--- src/rtl/rv_core_pkg.sv ---
// Shared core definitions: widths, ALU op codes, operand-select and forward-select codes.
// Used by id_ex_stage (optional feature macro: EX_FWD_EN) and its fwd_unit.
package rv_core_pkg;

  localparam int XLEN = 32;
  localparam int RA_W = 5;

  typedef enum logic [3:0] {
    ALU_ADD   = 4'b0000,
    ALU_SUB   = 4'b0001,
    ALU_AND   = 4'b0010,
    ALU_OR    = 4'b0011,
    ALU_XOR   = 4'b0100,
    ALU_SLL   = 4'b0101,
    ALU_SRL   = 4'b0110,
    ALU_SRA   = 4'b0111,
    ALU_SLT   = 4'b1000,
    ALU_SLTU  = 4'b1001,
    ALU_AUIPC = 4'b1100,
    ALU_NOP   = 4'b1110,
    ALU_LUI   = 4'b1111
  } alu_op_e;

  localparam logic [1:0] SRC_A_RS1  = 2'b00;
  localparam logic [1:0] SRC_A_PC   = 2'b01;
  localparam logic [1:0] SRC_A_ZERO = 2'b10;
  localparam logic       SRC_B_RS2  = 1'b0;
  localparam logic       SRC_B_IMM  = 1'b1;

  localparam logic [1:0] FWD_RF  = 2'b00;
  localparam logic [1:0] FWD_MEM = 2'b01;
  localparam logic [1:0] FWD_WB  = 2'b10;

  typedef struct packed {
    logic            valid;
    logic [XLEN-1:0] pc;
    logic [XLEN-1:0] rs1_data;
    logic [XLEN-1:0] rs2_data;
    logic [XLEN-1:0] imm;
    logic [RA_W-1:0] rs1;
    logic [RA_W-1:0] rs2;
    logic [RA_W-1:0] rd;
    logic [3:0]      alu_control;
    logic [1:0]      src_a;
    logic            src_b;
    logic            reg_write;
    logic            mem_read;
    logic            mem_write;
  } ex_regs_t;

  // A used source register collides with a live, nonzero producer destination.
  function automatic logic rs_hit(input logic use_rs, input logic [RA_W-1:0] rs,
                                  input logic [RA_W-1:0] rd, input logic we);
    return use_rs & we & (rd != '0) & (rs == rd);
  endfunction

endpackage

--- src/rtl/id_ex_stage_if.sv ---
// ID/EX stage bus: ID-side fields, downstream producers and the EX-side ALU operands.
// master = decode/pipeline side driving ID fields; slave = the id_ex_stage itself.
interface id_ex_stage_if;
  import rv_core_pkg::*;

  logic            id_valid;
  logic            id_ready;
  logic            flush;
  logic [XLEN-1:0] id_pc;
  logic [XLEN-1:0] id_rs1_data;
  logic [XLEN-1:0] id_rs2_data;
  logic [XLEN-1:0] id_imm;
  logic [RA_W-1:0] id_rs1;
  logic [RA_W-1:0] id_rs2;
  logic            id_use_rs1;
  logic            id_use_rs2;
  logic [RA_W-1:0] id_rd;
  logic [3:0]      id_alu_control;
  logic [1:0]      id_alu_src_a;
  logic            id_alu_src_b;
  logic            id_reg_write;
  logic            id_mem_read;
  logic            id_mem_write;
  logic [RA_W-1:0] mem_rd;
  logic            mem_reg_write;
  logic [XLEN-1:0] mem_result;
  logic [RA_W-1:0] wb_rd;
  logic            wb_reg_write;
  logic [XLEN-1:0] wb_result;
  logic            ex_valid;
  logic [XLEN-1:0] ex_in_a;
  logic [XLEN-1:0] ex_in_b;
  logic [3:0]      ex_alu_control;
  logic [XLEN-1:0] ex_store_data;
  logic [XLEN-1:0] ex_pc;
  logic [RA_W-1:0] ex_rd;
  logic            ex_reg_write;
  logic            ex_mem_read;
  logic            ex_mem_write;

  modport master (
    output id_valid, flush, id_pc, id_rs1_data, id_rs2_data, id_imm, id_rs1, id_rs2,
           id_use_rs1, id_use_rs2, id_rd, id_alu_control, id_alu_src_a, id_alu_src_b,
           id_reg_write, id_mem_read, id_mem_write,
           mem_rd, mem_reg_write, mem_result, wb_rd, wb_reg_write, wb_result,
    input  id_ready, ex_valid, ex_in_a, ex_in_b, ex_alu_control, ex_store_data,
           ex_pc, ex_rd, ex_reg_write, ex_mem_read, ex_mem_write
  );

  modport slave (
    input  id_valid, flush, id_pc, id_rs1_data, id_rs2_data, id_imm, id_rs1, id_rs2,
           id_use_rs1, id_use_rs2, id_rd, id_alu_control, id_alu_src_a, id_alu_src_b,
           id_reg_write, id_mem_read, id_mem_write,
           mem_rd, mem_reg_write, mem_result, wb_rd, wb_reg_write, wb_result,
    output id_ready, ex_valid, ex_in_a, ex_in_b, ex_alu_control, ex_store_data,
           ex_pc, ex_rd, ex_reg_write, ex_mem_read, ex_mem_write
  );

endinterface

--- src/rtl/fwd_unit.sv ---
// Per-operand forward select: EX/MEM producer wins over MEM/WB; x0 is never forwarded.
module fwd_unit
  import rv_core_pkg::*;
(
  input  logic [RA_W-1:0] rs,
  input  logic [RA_W-1:0] mem_rd,
  input  logic            mem_reg_write,
  input  logic [RA_W-1:0] wb_rd,
  input  logic            wb_reg_write,
  output logic [1:0]      sel
);

  always_comb begin
    sel = FWD_RF;
    if (rs_hit(1'b1, rs, mem_rd, mem_reg_write)) begin
      sel = FWD_MEM;
    end else if (rs_hit(1'b1, rs, wb_rd, wb_reg_write)) begin
      sel = FWD_WB;
    end
  end

endmodule

--- src/rtl/id_ex_stage.sv ---
// ID/EX pipeline register with hazard stall, flush and forwarded ALU operand delivery.
// Define EX_FWD_EN for EX/MEM and MEM/WB forwarding; otherwise RAW hazards stall until WB.
module id_ex_stage
  import rv_core_pkg::*;
(
  input logic          clk,
  input logic          rst,
  id_ex_stage_if.slave bus
);

  ex_regs_t        ex_reg;
  ex_regs_t        ex_next;
  logic            hazard;
  logic            stall;
  logic [RA_W-1:0] ex_rs      [2];
  logic [XLEN-1:0] ex_rs_data [2];
  logic [1:0]      fwd_sel    [2];
  logic [XLEN-1:0] rs_fwd     [2];
  logic [XLEN-1:0] in_a;

`ifdef EX_FWD_EN
  // Only a load in EX cannot be forwarded in time.
  assign hazard = ex_reg.valid & ex_reg.mem_read &
                  (rs_hit(bus.id_use_rs1, bus.id_rs1, ex_reg.rd, 1'b1) |
                   rs_hit(bus.id_use_rs2, bus.id_rs2, ex_reg.rd, 1'b1));
`else
  assign hazard = rs_hit(bus.id_use_rs1, bus.id_rs1, ex_reg.rd, ex_reg.valid & ex_reg.reg_write) |
                  rs_hit(bus.id_use_rs2, bus.id_rs2, ex_reg.rd, ex_reg.valid & ex_reg.reg_write) |
                  rs_hit(bus.id_use_rs1, bus.id_rs1, bus.mem_rd, bus.mem_reg_write) |
                  rs_hit(bus.id_use_rs2, bus.id_rs2, bus.mem_rd, bus.mem_reg_write);
`endif

  assign stall       = hazard & ~bus.flush;
  assign bus.id_ready = ~stall;

  // Flush, stall and an empty ID all load an all-zero bubble.
  always_comb begin
    ex_next = '0;
    if (!bus.flush && !stall && bus.id_valid) begin
      ex_next.valid       = 1'b1;
      ex_next.pc          = bus.id_pc;
      ex_next.rs1_data    = bus.id_rs1_data;
      ex_next.rs2_data    = bus.id_rs2_data;
      ex_next.imm         = bus.id_imm;
      ex_next.rs1         = bus.id_rs1;
      ex_next.rs2         = bus.id_rs2;
      ex_next.rd          = bus.id_rd;
      ex_next.alu_control = bus.id_alu_control;
      ex_next.src_a       = bus.id_alu_src_a;
      ex_next.src_b       = bus.id_alu_src_b;
      ex_next.reg_write   = bus.id_reg_write;
      ex_next.mem_read    = bus.id_mem_read;
      ex_next.mem_write   = bus.id_mem_write;
    end
  end

  always_ff @(posedge clk) begin
    if (rst) begin
      ex_reg <= '0;
    end else begin
      ex_reg <= ex_next;
    end
  end

  assign ex_rs[0]      = ex_reg.rs1;
  assign ex_rs[1]      = ex_reg.rs2;
  assign ex_rs_data[0] = ex_reg.rs1_data;
  assign ex_rs_data[1] = ex_reg.rs2_data;

  for (genvar gi = 0; gi < 2; gi++) begin : g_fwd
`ifdef EX_FWD_EN
    fwd_unit u_fwd (
      .rs            (ex_rs[gi]),
      .mem_rd        (bus.mem_rd),
      .mem_reg_write (bus.mem_reg_write),
      .wb_rd         (bus.wb_rd),
      .wb_reg_write  (bus.wb_reg_write),
      .sel           (fwd_sel[gi])
    );
`else
    assign fwd_sel[gi] = FWD_RF;
`endif
    assign rs_fwd[gi] = (fwd_sel[gi] == FWD_MEM) ? bus.mem_result :
                        (fwd_sel[gi] == FWD_WB)  ? bus.wb_result  : ex_rs_data[gi];
  end

  always_comb begin
    case (ex_reg.src_a)
      SRC_A_RS1: in_a = rs_fwd[0];
      SRC_A_PC:  in_a = ex_reg.pc;
      default:   in_a = '0;
    endcase
  end

  assign bus.ex_valid       = ex_reg.valid;
  assign bus.ex_in_a        = in_a;
  assign bus.ex_in_b        = (ex_reg.src_b == SRC_B_IMM) ? ex_reg.imm : rs_fwd[1];
  assign bus.ex_store_data  = rs_fwd[1];
  assign bus.ex_alu_control = ex_reg.valid ? ex_reg.alu_control : ALU_NOP;
  assign bus.ex_pc          = ex_reg.valid ? ex_reg.pc : '0;
  assign bus.ex_rd          = ex_reg.valid ? ex_reg.rd : '0;
  assign bus.ex_reg_write   = ex_reg.valid & ex_reg.reg_write;
  assign bus.ex_mem_read    = ex_reg.valid & ex_reg.mem_read;
  assign bus.ex_mem_write   = ex_reg.valid & ex_reg.mem_write;

endmodule

--- src/flat_wrapper.sv ---
// flat-port wrapper written by rule: the top's interface ports become plain ports
module id_ex_stage_flat import rv_core_pkg::*;
  (clk, rst, bus_id_valid, bus_flush, bus_id_pc, bus_id_rs1_data, bus_id_rs2_data, bus_id_imm, bus_id_rs1, bus_id_rs2, bus_id_use_rs1, bus_id_use_rs2, bus_id_rd, bus_id_alu_control, bus_id_alu_src_a, bus_id_alu_src_b, bus_id_reg_write, bus_id_mem_read, bus_id_mem_write, bus_mem_rd, bus_mem_reg_write, bus_mem_result, bus_wb_rd, bus_wb_reg_write, bus_wb_result, bus_id_ready, bus_ex_valid, bus_ex_in_a, bus_ex_in_b, bus_ex_alu_control, bus_ex_store_data, bus_ex_pc, bus_ex_rd, bus_ex_reg_write, bus_ex_mem_read, bus_ex_mem_write);
  id_ex_stage_if bus_i ();
  input logic clk;
  input logic rst;
  input wire logic [$bits(bus_i.id_valid)-1:0] bus_id_valid;
  input wire logic [$bits(bus_i.flush)-1:0] bus_flush;
  input wire logic [$bits(bus_i.id_pc)-1:0] bus_id_pc;
  input wire logic [$bits(bus_i.id_rs1_data)-1:0] bus_id_rs1_data;
  input wire logic [$bits(bus_i.id_rs2_data)-1:0] bus_id_rs2_data;
  input wire logic [$bits(bus_i.id_imm)-1:0] bus_id_imm;
  input wire logic [$bits(bus_i.id_rs1)-1:0] bus_id_rs1;
  input wire logic [$bits(bus_i.id_rs2)-1:0] bus_id_rs2;
  input wire logic [$bits(bus_i.id_use_rs1)-1:0] bus_id_use_rs1;
  input wire logic [$bits(bus_i.id_use_rs2)-1:0] bus_id_use_rs2;
  input wire logic [$bits(bus_i.id_rd)-1:0] bus_id_rd;
  input wire logic [$bits(bus_i.id_alu_control)-1:0] bus_id_alu_control;
  input wire logic [$bits(bus_i.id_alu_src_a)-1:0] bus_id_alu_src_a;
  input wire logic [$bits(bus_i.id_alu_src_b)-1:0] bus_id_alu_src_b;
  input wire logic [$bits(bus_i.id_reg_write)-1:0] bus_id_reg_write;
  input wire logic [$bits(bus_i.id_mem_read)-1:0] bus_id_mem_read;
  input wire logic [$bits(bus_i.id_mem_write)-1:0] bus_id_mem_write;
  input wire logic [$bits(bus_i.mem_rd)-1:0] bus_mem_rd;
  input wire logic [$bits(bus_i.mem_reg_write)-1:0] bus_mem_reg_write;
  input wire logic [$bits(bus_i.mem_result)-1:0] bus_mem_result;
  input wire logic [$bits(bus_i.wb_rd)-1:0] bus_wb_rd;
  input wire logic [$bits(bus_i.wb_reg_write)-1:0] bus_wb_reg_write;
  input wire logic [$bits(bus_i.wb_result)-1:0] bus_wb_result;
  output wire logic [$bits(bus_i.id_ready)-1:0] bus_id_ready;
  output wire logic [$bits(bus_i.ex_valid)-1:0] bus_ex_valid;
  output wire logic [$bits(bus_i.ex_in_a)-1:0] bus_ex_in_a;
  output wire logic [$bits(bus_i.ex_in_b)-1:0] bus_ex_in_b;
  output wire logic [$bits(bus_i.ex_alu_control)-1:0] bus_ex_alu_control;
  output wire logic [$bits(bus_i.ex_store_data)-1:0] bus_ex_store_data;
  output wire logic [$bits(bus_i.ex_pc)-1:0] bus_ex_pc;
  output wire logic [$bits(bus_i.ex_rd)-1:0] bus_ex_rd;
  output wire logic [$bits(bus_i.ex_reg_write)-1:0] bus_ex_reg_write;
  output wire logic [$bits(bus_i.ex_mem_read)-1:0] bus_ex_mem_read;
  output wire logic [$bits(bus_i.ex_mem_write)-1:0] bus_ex_mem_write;
  assign bus_i.id_valid = bus_id_valid;
  assign bus_i.flush = bus_flush;
  assign bus_i.id_pc = bus_id_pc;
  assign bus_i.id_rs1_data = bus_id_rs1_data;
  assign bus_i.id_rs2_data = bus_id_rs2_data;
  assign bus_i.id_imm = bus_id_imm;
  assign bus_i.id_rs1 = bus_id_rs1;
  assign bus_i.id_rs2 = bus_id_rs2;
  assign bus_i.id_use_rs1 = bus_id_use_rs1;
  assign bus_i.id_use_rs2 = bus_id_use_rs2;
  assign bus_i.id_rd = bus_id_rd;
  assign bus_i.id_alu_control = bus_id_alu_control;
  assign bus_i.id_alu_src_a = bus_id_alu_src_a;
  assign bus_i.id_alu_src_b = bus_id_alu_src_b;
  assign bus_i.id_reg_write = bus_id_reg_write;
  assign bus_i.id_mem_read = bus_id_mem_read;
  assign bus_i.id_mem_write = bus_id_mem_write;
  assign bus_i.mem_rd = bus_mem_rd;
  assign bus_i.mem_reg_write = bus_mem_reg_write;
  assign bus_i.mem_result = bus_mem_result;
  assign bus_i.wb_rd = bus_wb_rd;
  assign bus_i.wb_reg_write = bus_wb_reg_write;
  assign bus_i.wb_result = bus_wb_result;
  assign bus_id_ready = bus_i.id_ready;
  assign bus_ex_valid = bus_i.ex_valid;
  assign bus_ex_in_a = bus_i.ex_in_a;
  assign bus_ex_in_b = bus_i.ex_in_b;
  assign bus_ex_alu_control = bus_i.ex_alu_control;
  assign bus_ex_store_data = bus_i.ex_store_data;
  assign bus_ex_pc = bus_i.ex_pc;
  assign bus_ex_rd = bus_i.ex_rd;
  assign bus_ex_reg_write = bus_i.ex_reg_write;
  assign bus_ex_mem_read = bus_i.ex_mem_read;
  assign bus_ex_mem_write = bus_i.ex_mem_write;
  id_ex_stage u_core (.clk(clk), .rst(rst), .bus(bus_i));
endmodule
--- config.mk ---
export PLATFORM = sky130hd
export DESIGN_NAME = id_ex_stage_flat
export DESIGN_NICKNAME = d
export VERILOG_FILES = /design/src/rtl/rv_core_pkg.sv /design/src/rtl/id_ex_stage_if.sv /design/src/rtl/fwd_unit.sv /design/src/rtl/id_ex_stage.sv /design/src/flat_wrapper.sv
export SDC_FILE = /design/constraint.sdc
export NUM_CORES = 1
export LEC_CHECK = 0
export CAP_MARGIN = 5
export CORE_AREA = 2 2 148 150
export CTS_CLUSTER_SIZE = 12
export DETAILED_ROUTE_END_ITERATION = 10
export DIE_AREA = 0 0 150 152
export SYNTH_ARGS = -nofsm -noshare
export SYNTH_HDL_FRONTEND = slang
export SYNTH_HIERARCHICAL = 1
export SYNTH_SLANG_ARGS = --single-unit
--- constraint.sdc ---
create_clock -name clk -period 4.6 [get_ports clk]
set_input_delay 1.38 -clock clk [delete_from_list [all_inputs] [get_ports clk]]
set_output_delay 1.38 -clock clk [all_outputs]
set_load 0.02 [all_outputs]
Word level (Yosys, flattened, before mapping)
Index checks and enable logic that the tools add are counted.
Widths: inputs -> output; s select.
{"block": "word_totals", "register_bits": 144, "latchBits": 0, "ramBits": 0, "rom_bits": 0, "in_bits": 235, "output_inout_bits": 142, "wordCells": 53, "mem_count": 0}
{"block": "classes", "add_sub_neg": 0, "mul": 0, "n_div": 0, "n_lt_le_gt_ge": 0, "n_eq_ne": 5, "n_shift": 0, "mux": 6, "n_bitwise": 22, "reduce_logical": 8}
{"op": "$mux 154", "n": 1}
{"op": "$mux 32", "n": 2}
{"op": "$pmux 32 s2", "n": 1}
{"op": "$eq 5x5->1", "n": 4}
{"op": "$and 1x1->1", "n": 16}
{"op": "$reduce_bool 5->1", "n": 2}
{"op": "$mux 5", "n": 1}
{"op": "$mux 4", "n": 1}
{"op": "$not 1->1", "n": 3}
{"op": "$or 1x1->1", "n": 3}
{"op": "$eq 2x1->1 const B", "n": 1}
{"op": "$logic_and 1x1->1", "n": 2}
{"op": "$logic_not 1->1", "n": 2}
{"op": "$logic_not 2->1", "n": 1}
{"op": "$reduce_or 2->1", "n": 1}

Depth between registers and ports, before layout
{"block": "logic_depth", "ltp_word": 13, "depth_mapped": 7, "mapped_depth_nobuf": 5}

Worst setup path before layout
OpenSTA, ideal clock, no wires.
{"block": "synth_path", "path_kind": "input to output", "start": "input port bus_mem_rd[0]", "end": "output port bus_id_ready", "arrival_ps": 2683, "required_ps": 3220, "setup_slack_ps": 537, "stages": 4, "n_path_buf": 0, "cell_sequence": "or4_1 -> o21ai_1 -> a21oi_1 -> o31ai_1"}
{"block": "synth_between", "elab_chain_cells": 7, "word_cells_on_any_way": 11, "classes_between": "eq/ne: 2; bitwise: 8; reduce/logical: 1"}
{"element": "start: declaration", "line_no": "flat_wrapper.sv:24", "text": "input wire logic [$bits(bus_i.mem_rd)-1:0] bus_mem_rd;"}
{"element": "$reduce_bool 5->1", "line_no": "rv_core_pkg.sv:54", "text": "return use_rs & we & (rd != '0) & (rs == rd);"}
{"element": "$and 1x1->1 (2 in series)", "line_no": "rv_core_pkg.sv:54"}
{"element": "$or 1x1->1", "line_no": "id_ex_stage.sv:28", "text": "rs_hit(bus.id_use_rs2, bus.id_rs2, ex_reg.rd, ex_reg.valid & ex_reg.reg_write) |"}
{"element": "$or 1x1->1 (*)", "line_no": "id_ex_stage.sv:29", "text": "rs_hit(bus.id_use_rs1, bus.id_rs1, bus.mem_rd, bus.mem_reg_write) |"}
{"element": "$and 1x1->1 (*)", "line_no": "id_ex_stage.sv:33", "text": "assign stall = hazard & ~bus.flush;"}
{"element": "$not 1->1 (*)", "line_no": "id_ex_stage.sv:34", "text": "assign bus.id_ready = ~stall;"}
{"element": "end: declaration", "line_no": "flat_wrapper.sv:30", "text": "output wire logic [$bits(bus_i.id_ready)-1:0] bus_id_ready;"}
Mark *: on every way between the ends. The rest lies on a longest branch, timed or not.

Final worst setup path
Same ends and word-level chain as after synthesis.

==> qor.yml <==
power:
  leakagePower_uw: 0.00358
  p_sw_uw: 714
  combPwrFrac_pct: 11.5
  p_int_uw: 2210
  p_sw_share_pct: 24.4
  pwr-share-seq_pct: 44.4
  p_per_area_nw_per_um2: 315
  ir_worst_vdd_mv: 0.223
  total_power_uw: 2920
  clockPowerShare_pct: 44.2
flow_run:
  maxCapViolations: 0
logic_synthesis:
  synth.distinct_cells: 30
  synth_top_area_cell: "dfxtp_1"
  yosysSeqAreaShare_pct: 52.0
  ys_ff_latch: 144
  netlist.area_leader.share_pct: 52.0
  synth_nets: 768
  syn-cell-area_sq_um: 5550
  ys_top_cells_by_area: "dfxtp_1 52%, and2_1 21%, mux2_2 6.5%, mux2i_1 5.8%, buf_4 4.3%"
  avgSynthCellArea_sq_um: 10.4
  syn-instance-count: 533
  yosys_warnings: 6
detailed_routing:
  dr.first_iter.drc_count: 99
  final_antenna_net_count: 0
  wirelength_microns: 15900
  wl_per_cell_microns: 14.4
  vias: 4353
  viasPerCell: 3.95
  dr.pass1.iters: 4
  route.detailed.drc: 0
clock_network:
  hold_buffers: 0
  worst_skew_pair.late_latency_ns: 0.42
  clk_pin_slew_worst_paths_ns: 0.06
  cts_tree: "done"
  htreeDepth: 4
  postCtsSetupRepairBufs: 0
  root_buffer: "clkbuf_16"
  numCtsBuffers: 17
  cts_buffer_depth: 2
  clock-sinks: 144
sta:
  slew_headroom_pct: 59.5
  drv_slew: 0
  rsz0062_at_grt: "no"
  setup_tns_ns: 0
  period_share_pct: 96.3
  finalHoldViolCount: 0
  finalSetupViolations: 0
  period_needed_ns: 4.43
  tightest_slew_ns: 0.607
  timing.fmax_ghz: 0.226
  fin_skew_ns: 0.0119
die:
  die_width_microns: 150
  fp.dieH_microns: 152
  die-area_sq_um: 22800
  ioPinCount: 377
  rows: 54
  coreArea_sq_um: 21400
  start_util_pct: 26.0
global_routing:
  grt_first_pass_wirelength_microns: 24300
  grt_max_degree: 145
  grt_pass1_vias: 4308
  overflow: 0
  antenna_found_initial: 0
  grtUsageTotal_pct: 13.9
critical_path:
  arrival_ns: 3.05
  regToRegSetupSlack_ns: 2.31
  worst-path-max-fanout: 2
  start_kind: "input pin"
  path_class: "input pin to output port"
  cp.required_ns: 3.22
  cp-end-kind: "output port"
outcome:
  run_status: "completed"
placement:
  place.gp.congestion: 0.765
  io_buffer_count: 306
  place_area_sq_um: 8720
  dp_hpwl_microns: 11500
final_layout:
  antenna_cells: 0
  syn_to_final_growth_pct: 67.0
  final_nets: 1044
  drive_above_1_share_pct: 9.85
  largest_reg_flops: 111
  final_area_sq_um: 9270
min_path:
  hold_path_class: "flop to flop"
## power by group through the flow
stage / registers (uW) / clock network [uW] / logic [uW]
final: 1300 / 1290 / 335
after global routing: 1300 / 1390 / 361
after floorplan: 1320 / 0 / 130
after CTS: 1300 / 1340 / 340
after global placement: 1320 / 0 / 337
after detailed placement: 1320 / 0 / 338
## repair_timing
item | in CTS | in global routing
setup endpoints to repair | 1 | 1
gates resized for setup | 2 | 3
pin swaps | 0 | 0
gates cloned | 0 | 0
## placed cells by master (no fill, tap or decap), types with 2 or more instances in the layout
master           count
buf_12               2
clkdlybuf4s50_1    305
nand2b_1             3
o31ai_1              2
clkinvlp_4           4
dfxtp_1            143
buf_4               11
nor2_1              32
nand4_1              2
mux2i_1             32
inv_6                6
clkbuf_16           17
or4_1                2
and2_1             184
nand2_1              5
xor2_1               2
xnor2_1             18
mux2_2              32
clkinv_4             3
## cells in the mapped netlist
cell / instances
a21oi_1: 1
and2_1: 184
buf_1: 6
buf_2: 1
buf_4: 32
buf_6: 1
clkbuf_1: 16
clkbuf_2: 6
dfxtp_1: 144
inv_1: 1
mux2_2: 32
mux2i_1: 32
nand2_1: 5
nand2b_1: 3
nand3_1: 1
nand4_1: 2
nor2_1: 32
nor3_1: 1
nor3b_1: 1
nor4_1: 2
nor4_4: 1
o211ai_1: 1
o21ai_0: 1
o21ai_1: 1
o31ai_1: 2
or2_2: 1
or3_1: 1
or4_1: 2
xnor2_1: 18
xor2_1: 2
## path summary, 6_finish.rpt
path,startpoint,depth (start not counted),to
worst max-delay path,bus_mem_rd[0],6,bus_id_ready
worst min-delay path,u_core/ex_reg[2],5,u_core/bus.ex_valid
worst max register to register,u_core/ex_reg[12],6,u_core/bus.ex_store_data[27]
worst min register to register,u_core/ex_reg[2],5,u_core/bus.ex_valid
## logic make-up after synthesis
kind of cell | synth area share [%]
XOR/XNOR | 3.16
buffers and inverters | 6.72
flip-flops | 52.0
multiplexers | 12.3
AND/OR/NAND/NOR | 25.2
AO/OA/AOI/OAI | 0.676
## layer usage
metal	track usage, %	wire (microns)	vias up
li1	-	-	2204
met1	15.6	6290	1947
met2	23.5	7670	187
met3	5.92	1640	15
met4	4.54	261	0
met5	0	0	-
## layout make-up
type                    count  area (sq um)
clock buffers              18           429
clock inverters            14           120
fillers                  2111         12100
inverters                   1          3.75
multi-input cells         326          2300
flip-flops and latches    144          2880
well taps                 280           350
repair buffers            319          3180
## metrics by stage
stage | utilization [%] | setup slack (ns) | instances | hold WS, ns
floorplan | - | 0.537 | 533 | 1.14
global placement | 40.8 | -0.288 | 1070 | 1.46
detailed placement | 40.8 | -0.275 | 1070 | 1.47
CTS | 43.4 | 0.0163 | 1102 | 1.39
global route | 43.4 | 0.0355 | 1102 | 1.49
finish | 43.4 | 0.171 | 1102 | 1.36
## worst max-delay path, stage by stage
cell	delay [ns]
clkdlybuf4s50_1	0.43
or4_1	0.54
o21ai_1	0.19
a21oi_1	0.06
o31ai_1	0.23
clkbuf_2	0.22
(Power assumes the default switching activity.)
